$ cat src/rtl/uart_alu_frame_ctrl.sv
// -----------------------------------------------------------------------------
// uart_alu_frame_ctrl
//
// Registered frame controller sitting between a UART RX/TX pair and a purely
// combinational ALU. It collects a three-byte command frame (A, B, Op) from
// RX and holds the operands on A/B/Op for the ALU. It then captures the ALU
// result and streams it to TX as RES_BYTES bytes, least significant byte
// first, pacing each byte on the TX done handshake.
//
// An inter-byte timeout drops a stalled partial frame. An overrun flag
// records bytes that arrive while a result is still being processed or sent.
//
// Ports
//   clk           system clock
//   rst_n         asynchronous active-low reset
//   rx_done_tick  one-cycle pulse: rx_data_in holds a valid byte
//   rx_data_in    received byte
//   alu_result    ALU output, combinational from A/B/Op
//   tx_done_tick  one-cycle pulse: TX finished the current byte
//   tx_start      one-cycle pulse: start transmitting data_out
//   data_out      byte for TX, held stable from tx_start until tx_done_tick
//   A, B, Op      operand and opcode registers feeding the ALU
//   busy          high whenever the controller is not idle in WAIT_A
//   frame_error   one-cycle pulse when a partial frame is aborted by timeout
//   rx_overrun    sticky: a byte was dropped during CAPTURE/SEND/WAIT_TX;
//                 cleared by the next accepted A byte
// -----------------------------------------------------------------------------
module uart_alu_frame_ctrl #(
  parameter int NBIT_DATA_LEN  = 8,
  parameter int NBIT_OP_LEN    = 6,
  parameter int RES_BYTES      = 1,
  parameter int TIMEOUT_CYCLES = 50000
) (
  input  logic                               clk,
  input  logic                               rst_n,
  input  logic                               rx_done_tick,
  input  logic [NBIT_DATA_LEN-1:0]           rx_data_in,
  input  logic [NBIT_DATA_LEN*RES_BYTES-1:0] alu_result,
  input  logic                               tx_done_tick,
  output logic                               tx_start,
  output logic [NBIT_DATA_LEN-1:0]           data_out,
  output logic [NBIT_DATA_LEN-1:0]           A,
  output logic [NBIT_DATA_LEN-1:0]           B,
  output logic [NBIT_OP_LEN-1:0]             Op,
  output logic                               busy,
  output logic                               frame_error,
  output logic                               rx_overrun
);

  localparam int RES_W = NBIT_DATA_LEN * RES_BYTES;
  localparam int IDX_W = (RES_BYTES > 1) ? $clog2(RES_BYTES) : 1;
  // The counter only has to hold 0..TIMEOUT_CYCLES-1. The abort fires on the
  // cycle in which it would step to TIMEOUT_CYCLES.
  localparam int CNT_W = (TIMEOUT_CYCLES > 1) ? $clog2(TIMEOUT_CYCLES) : 1;
  localparam logic [IDX_W-1:0] IDX_LAST = IDX_W'(RES_BYTES - 1);
  localparam logic [CNT_W-1:0] CNT_LAST =
    CNT_W'((TIMEOUT_CYCLES > 0) ? TIMEOUT_CYCLES - 1 : 0);

  typedef enum logic [2:0] {
    S_WAIT_A,
    S_WAIT_B,
    S_WAIT_OP,
    S_CAPTURE,
    S_SEND,
    S_WAIT_TX
  } state_t;

  state_t                   state_q, state_d;
  logic [NBIT_DATA_LEN-1:0] a_q, a_d;
  logic [NBIT_DATA_LEN-1:0] b_q, b_d;
  logic [NBIT_OP_LEN-1:0]   op_q, op_d;
  logic [NBIT_DATA_LEN-1:0] data_q, data_d;
  logic [RES_W-1:0]         res_q, res_d;
  logic [IDX_W-1:0]         idx_q, idx_d;
  logic [CNT_W-1:0]         cnt_q, cnt_d;
  logic                     tx_start_q, tx_start_d;
  logic                     frame_error_q, frame_error_d;
  logic                     overrun_q, overrun_d;
  logic                     busy_q, busy_d;

  logic                     timeout_hit;
  logic [RES_W-1:0]         res_shift;

  assign timeout_hit = (TIMEOUT_CYCLES > 0) && (cnt_q == CNT_LAST);
  assign res_shift   = res_q >> (NBIT_DATA_LEN * int'(idx_q));

  // NOTE: every variable gets a default before the case statement, so paths
  // that do not assign it hold state instead of inferring a latch.
  always_comb begin
    state_d       = state_q;
    a_d           = a_q;
    b_d           = b_q;
    op_d          = op_q;
    data_d        = data_q;
    res_d         = res_q;
    idx_d         = idx_q;
    cnt_d         = cnt_q;
    tx_start_d    = 1'b0;
    frame_error_d = 1'b0;
    overrun_d     = overrun_q;

    unique case (state_q)
      S_WAIT_A: begin
        cnt_d = '0;
        if (rx_done_tick) begin
          a_d       = rx_data_in;
          overrun_d = 1'b0;
          state_d   = S_WAIT_B;
        end
      end
      S_WAIT_B: begin
        // An arriving byte takes priority over a timeout in the same cycle.
        if (rx_done_tick) begin
          b_d     = rx_data_in;
          cnt_d   = '0;
          state_d = S_WAIT_OP;
        end else if (timeout_hit) begin
          cnt_d         = '0;
          frame_error_d = 1'b1;
          state_d       = S_WAIT_A;
        end else begin
          cnt_d = cnt_q + CNT_W'(1);
        end
      end
      S_WAIT_OP: begin
        if (rx_done_tick) begin
          op_d    = rx_data_in[NBIT_OP_LEN-1:0];
          cnt_d   = '0;
          state_d = S_CAPTURE;
        end else if (timeout_hit) begin
          cnt_d         = '0;
          frame_error_d = 1'b1;
          state_d       = S_WAIT_A;
        end else begin
          cnt_d = cnt_q + CNT_W'(1);
        end
      end
      S_CAPTURE: begin
        // Op became visible to the ALU one cycle ago, so alu_result has settled.
        res_d   = alu_result;
        idx_d   = '0;
        state_d = S_SEND;
      end
      S_SEND: begin
        data_d     = res_shift[NBIT_DATA_LEN-1:0];
        tx_start_d = 1'b1;
        state_d    = S_WAIT_TX;
      end
      S_WAIT_TX: begin
        if (tx_done_tick) begin
          if (idx_q == IDX_LAST) begin
            state_d = S_WAIT_A;
          end else begin
            idx_d   = idx_q + IDX_W'(1);
            state_d = S_SEND;
          end
        end
      end
      default: state_d = S_WAIT_A;
    endcase

    // Operands are frozen while a result is in flight; late bytes only flag.
    if (rx_done_tick &&
        (state_q == S_CAPTURE || state_q == S_SEND || state_q == S_WAIT_TX)) begin
      overrun_d = 1'b1;
    end

    busy_d = (state_d != S_WAIT_A);
  end

  // NOTE: sequential state uses non-blocking assignments so that every
  // register samples the pre-edge value of every other register.
  always_ff @(posedge clk or negedge rst_n) begin
    if (!rst_n) begin
      state_q       <= S_WAIT_A;
      a_q           <= '0;
      b_q           <= '0;
      op_q          <= '0;
      data_q        <= '0;
      res_q         <= '0;
      idx_q         <= '0;
      cnt_q         <= '0;
      tx_start_q    <= 1'b0;
      frame_error_q <= 1'b0;
      overrun_q     <= 1'b0;
      busy_q        <= 1'b0;
    end else begin
      state_q       <= state_d;
      a_q           <= a_d;
      b_q           <= b_d;
      op_q          <= op_d;
      data_q        <= data_d;
      res_q         <= res_d;
      idx_q         <= idx_d;
      cnt_q         <= cnt_d;
      tx_start_q    <= tx_start_d;
      frame_error_q <= frame_error_d;
      overrun_q     <= overrun_d;
      busy_q        <= busy_d;
    end
  end

  assign tx_start    = tx_start_q;
  assign data_out    = data_q;
  assign A           = a_q;
  assign B           = b_q;
  assign Op          = op_q;
  assign busy        = busy_q;
  assign frame_error = frame_error_q;
  assign rx_overrun  = overrun_q;

endmodule

$ cat config.mk
export PLATFORM = sky130hd
export DESIGN_NAME = uart_alu_frame_ctrl
export DESIGN_NICKNAME = d
export VERILOG_FILES = /design/src/rtl/uart_alu_frame_ctrl.sv
export SDC_FILE = /design/constraint.sdc
export NUM_CORES = 1
export LEC_CHECK = 0
export CAP_MARGIN = 20
export CORE_MARGIN = 4
export CORE_UTILIZATION = 51
export CTS_CLUSTER_SIZE = 30
export DETAILED_ROUTE_END_ITERATION = 8
export PLACE_DENSITY = 0.88
export SETUP_SLACK_MARGIN = 0.3
export SLEW_MARGIN = 20
export SYNTH_ARGS = -nofsm -noshare
export SYNTH_HDL_FRONTEND = slang
export SYNTH_SLANG_ARGS = --single-unit
export TNS_END_PERCENT = 10
$ cat constraint.sdc
create_clock -name clk -period 2.2 [get_ports clk]
set_input_delay 0.22 -clock clk [delete_from_list [all_inputs] [get_ports clk]]
set_output_delay 0.22 -clock clk [all_outputs]
set_load 0.01 [all_outputs]
Word-level counts from Yosys, hierarchy flattened
Cells that the tools add are included.

Register bits after elaboration: 62. Output and inout port bits: 34. Bits of input ports: 20.

Add/subtract/negate cells: 2. Muxes and demuxes: 20. Reductions and logical operators: 15. Shifts and indexed selects: 1. Equality and inequality tests: 7.

Operators by type and width (count): 16-bit two-way mux (2); 16-bit one-hot mux with 2 select lines (1); 3-bit two-way mux (6); 3-bit one-hot mux with 6 select lines (1); 16-bit by 1-bit adder with 16-bit output (second input constant) (1); 16-bit equality test (second input constant) (1); 2-bit AND reduction (5); 1-bit two-way mux (9); 2-bit nonzero test (4); 8-bit by 4-bit right shift with 8-bit output (1); 3-bit by 2-bit equality test with 1-bit output (second input constant) (2); 3-bit equality test (second input constant) (2); 3-bit by 1-bit equality test with 1-bit output (second input constant) (1); 3-bit logical NOT (1); 3-bit nonzero test (1); 1-bit logical OR (2); 2-bit != test (second input constant) (1); 1-bit one-hot mux with 2 select lines (1); 2-bit OR reduction (1); 1-bit adder (second input constant) (1); 1-bit logical AND (1).

Logic depth before layout (Yosys ltp)
Word-level depth: 6. Gate-level depth with buffers: 7. Gate-level depth less buffers: 5.

Worst setup path after synthesis
OpenSTA, ideal clock, no wires.

Path kind: register to register. Start: reg cnt_q[0]. End: reg cnt_q[14]. Slack: 574 ps. Cell stages (with the launch flop): 6. Data arrival time: 1483 ps. Clock period less this slack: 1626 ps. Buffers on the path: 0. Library setup time: 143 ps. Cell sequence: dfrtp_1 -> ha_1 -> nand4_1 -> or4_1 -> nand3_1 -> a31oi_1.

Longest elaborated chain between the ends: 4. Elaborated cells on any way between the ends: 5.

Ends and longest elaborated chain: from (decl) (line 75) `logic [CNT_W-1:0] cnt_q, cnt_d;`; from (signal assigned) (line 195) `cnt_q <= cnt_d;`; 16-bit by 1-bit adder with 16-bit output / 16-bit equality test (equally long branches) (line 122, 135, 84); 16-bit two-way mux * (line 117, 130); 16-bit two-way mux * (line 126) `if (rx_done_tick) begin`; 16-bit one-hot mux with 2 select lines * (line 102) `unique case (state_q)`.

Every way passes the cells marked *; elsewhere a longest branch is shown, timed or not. A chain may end at the register's enable or synchronous reset.

Worst setup path after layout
Start: reg cnt_q[0]. End: reg busy_q, in the netlist busy.

Longest elaborated chain between the ends: 5. Elaborated cells on any way between the ends: 6.

Ends and longest elaborated chain: 16-bit equality test * (line 84) `assign timeout_hit = (TIMEOUT_CYCLES > 0) && (cnt_q == CNT_LAST);`; 3-bit two-way mux * (line 117, 130); 3-bit two-way mux (on tied branches) (line 126, 113); 3-bit one-hot mux with 6 select lines * (line 102); 3-bit nonzero test * (line 168) `busy_d = (state_d != S_WAIT_A);`; named net busy_d (line 79) `logic busy_q, busy_d;`; to (signal assigned) (line 199) `busy_q <= busy_d;`; to (decl) (line 79).

Mark *: on every way through the listed nets, which the timed path passes. The rest lies on a longest branch.

==> impl_metrics.tcl <==
set metrics [dict create \
    dp.final_hpwl_um 4090 \
    syn_area_per_cell_um2 12.1 \
    synth_nets 253 \
    antenna_found_initial 0 \
    final_max_slew_viol_count 0 \
    hold_slack_ps 284 \
    drt_iter0_markers 101 \
    cts-root-buf "clkbuf_8" \
    post_cts_buffers 0 \
    placementRows 26 \
    clockBufferDepth 2 \
    r2r-start "cnt_q[0]$_DFFE_PN0P_" \
    grt_first_pass_wirelength_um 10400 \
    drt_pass1_iterations 4 \
    max_stage_delay_ps 450 \
    viasPerCell 5.72 \
    synth-seq-area-share_pct 54.5 \
    overflow 0 \
    track_usage_pct 20.7 \
    syn2layout_area_growth_pct 29.3 \
    clkSinkCount 61 \
    via_count 2098 \
    hold_violations 0 \
    yosys.cell_types.count 42 \
    synthAdderAreaFrac_pct 0.447 \
    syn_inst 232 \
    cts_tree "yes" \
    cp-end-kind "flop" \
    drc 0 \
    hold_path.class "in2async" \
    power_density_nw_per_um2 1280 \
    ys.flop_type "dfrtp_1" \
    crit_type "reg2reg" \
    antenna_cells 0 \
    fp.dieW_um 82.1 \
    skew_ps 6.80 \
    synth_compound_area_share_pct 10.5 \
    critPathArrivalTime_ps 1940 \
    io_buffers 53 \
    core_area_um2 5200 \
    timing.fmax_ghz 0.578 \
    ios 54 \
    synth_top_family_by_area "simple AND/OR/NAND/NOR gates" \
    maxCapViolations 0 \
    reg2regPathDepth 5 \
    synth-xor-area-share_pct 0 \
    synth_top_area_cell "dfrtp_1" \
    path_delay_family "simple AND/OR/NAND/NOR gates" \
    layoutNonFillerInstCount 367 \
    synth_edf_count 0 \
    cp-start-kind "flop" \
    synthesis.area_um2 2800 \
    irDropWorstVdd_uv 823 \
    nNetsFinal 314 \
    async_flop_share_pct 100 \
    path_buf_inv 0 \
    drive_above_1_share_pct 24.2 \
    h-tree-depth 3 \
    critical_path.max_fanout 7 \
    placed_cells 351 \
    relSlewSlack_pct 56.1 \
    synth_top_area_share_pct 54.5 \
    setup_violations 0 \
    gp_congestion 0.783 \
    period_share_pct 78.7 \
    r2r_slack_ps 470 \
    totalWireLength_um 6130 \
    r2r-end "busy$_DFF_PN0_" \
    cp_slowest_cell "dfrtp_1" \
    status "completed" \
    ant_nets 0 \
    die_h_um 82.1 \
    fin_crit_ps 1730 \
    worstPathCellList "ha_1 -> and3_1 -> nand4_4 -> a2111oi_0 -> nor3_1" \
    dieArea_um2 6740 \
    grt_max_degree 53 \
    tns_ps 0 \
    rsz0062_at_grt "false" \
    wl_per_cell_um 16.7 \
    synthTopCellsByArea "dfrtp_1, mux2_2, a31oi_1" \
    synthMuxAreaShare_pct 15.6 \
    clkLatencyLatePin_ps 340 \
    start_util_pct 53.8 \
    path_clk_slew_ps 70 \
    p_leak_uw 0.00148 \
    synthSimpleGateAreaFrac_pct 16.1 \
    grt_pass1_vias 2156 \
    worstMarginPinSlew_ps 658 \
    cts_buffers 9 \
    ys_seq_elements 61 \
    ys_warn_count 0 \
    critPathRequiredTime_ps 2410 \
    finalPower_uw 4640 \
]
==> power breakdown <==
| group | internal, uW | switching (uW) |
|---|---|---|
| combinational | 1080 | 769 |
| sequential | 1550 | 324 |
| clock | 492 | 421 |
==> state kept, by name (all words and copies together) (netlist names) <==
| register | cells |
|---|---|
| B | 8 |
| busy | 1 |
| A | 8 |
| tx_start | 1 |
| state_q | 3 |
| frame_error | 1 |
| cnt_q | 16 |
| rx_overrun | 1 |
| data_out | 8 |
| res_q | 8 |
| Op | 6 |
==> cell usage in the layout, fill, tap and decap left out, drive strengths merged, types with 2 or more instances in the layout <==
cell type,n
dfrtp,61
clkdlybuf4s50,52
mux2,38
nand2,17
a31oi,14
clkbuf,12
nand3,10
buf,8
o21ai,7
inv,6
o211ai,6
nor2,6
nand4,6
a21oi,5
nor4,5
nor3,5
nor2b,4
and3,3
or4,3
o31a,3
and4bb,2
nand2b,2
a21o,2
o21a,2
clkinvlp,2
==> timing repair <==
action                                 CTS  global route
endpoints found under the hold margin    9             0
gates resized for setup                  0             1
hold buffers                             1             0
setup endpoints to repair                0             1
==> cell usage after synthesis (2+ instances only) <==
library cell and instances:
o21a_1 2, a21oi_1 5, nand2_1 17, dfrtp_1 61, inv_1 6, o211ai_1 6, nor3_2 2, nand4_2 3
nand2b_1 2, o31a_1 3, and3_1 3, o21ai_0 7, buf_2 9, nor2b_1 4, nor3_1 3, nor4_1 5
or4_1 3, and4bb_2 2, mux2_2 38, nand4_1 2, a21o_1 2, nor2_1 5, nand3_1 10, a31oi_1 14
==> per-stage QoR <==
stage               setup WS, ps  utilization [%]  instance area [um^2]
floorplan                    574                -                  2800
detailed placement           187             65.8                  3420
global placement             286             65.8                  3420
CTS                          455             69.5                  3620
global route                 340             69.5                  3620
finish                       468             69.5                  3620
==> worst max path at each step <==
| stage | slack (ps) | start | end | cells after the start |
|---|---|---|---|---|
| finish | 470 | cnt_q[0]$_DFFE_PN0P_ | busy$_DFF_PN0_ | 5 |
| global route | 340 | cnt_q[0]$_DFFE_PN0P_ | busy$_DFF_PN0_ | 5 |
| CTS | 460 | cnt_q[0]$_DFFE_PN0P_ | busy$_DFF_PN0_ | 5 |
| detailed placement | 190 | rx_done_tick | B[2]$_DFFE_PN0P_ | 5 |
| global placement | 290 | rx_done_tick | B[7]$_DFFE_PN0P_ | 5 |
| floorplan | 570 | cnt_q[0]$_DFFE_PN0P_ | cnt_q[14]$_DFFE_PN0P_ | 5 |
==> cells by family after synthesis <==
group,after synthesis
buffers and inverters,17
AND/OR/NAND/NOR,70
AO/OA/AOI/OAI,44
flip-flops,61
multiplexers,39
adder cells (fa/ha/maj),1
==> per-layer routing <==
layer	vias to the layer above	global-route usage [%]	wire length, um
met1	1028	24.7	2580
met4	0	11.0	104
met3	8	4.71	407
li1	995	-	-
met2	67	34.6	3030
met5	-	0	0
==> final cells by class <==
cell class	count	area (um^2)
Clock inverter	3	20.0
Fill cell	389	1590
Clock buffer	12	165
Inverter	6	22.5
Timing Repair Buffer	61	601
Sequential cell	61	1530
Multi-Input combinational cell	154	1200
Tap cell	70	87.6
==> worst register-to-register path, cell delays in order, from the launching register on <==
cell and delay (ps):
dfrtp_1 450, ha_1 240, and3_1 270, nand4_4 110, a2111oi_0 410, nor3_1 120
Note: power is estimated with default switching activity, not from simulation.
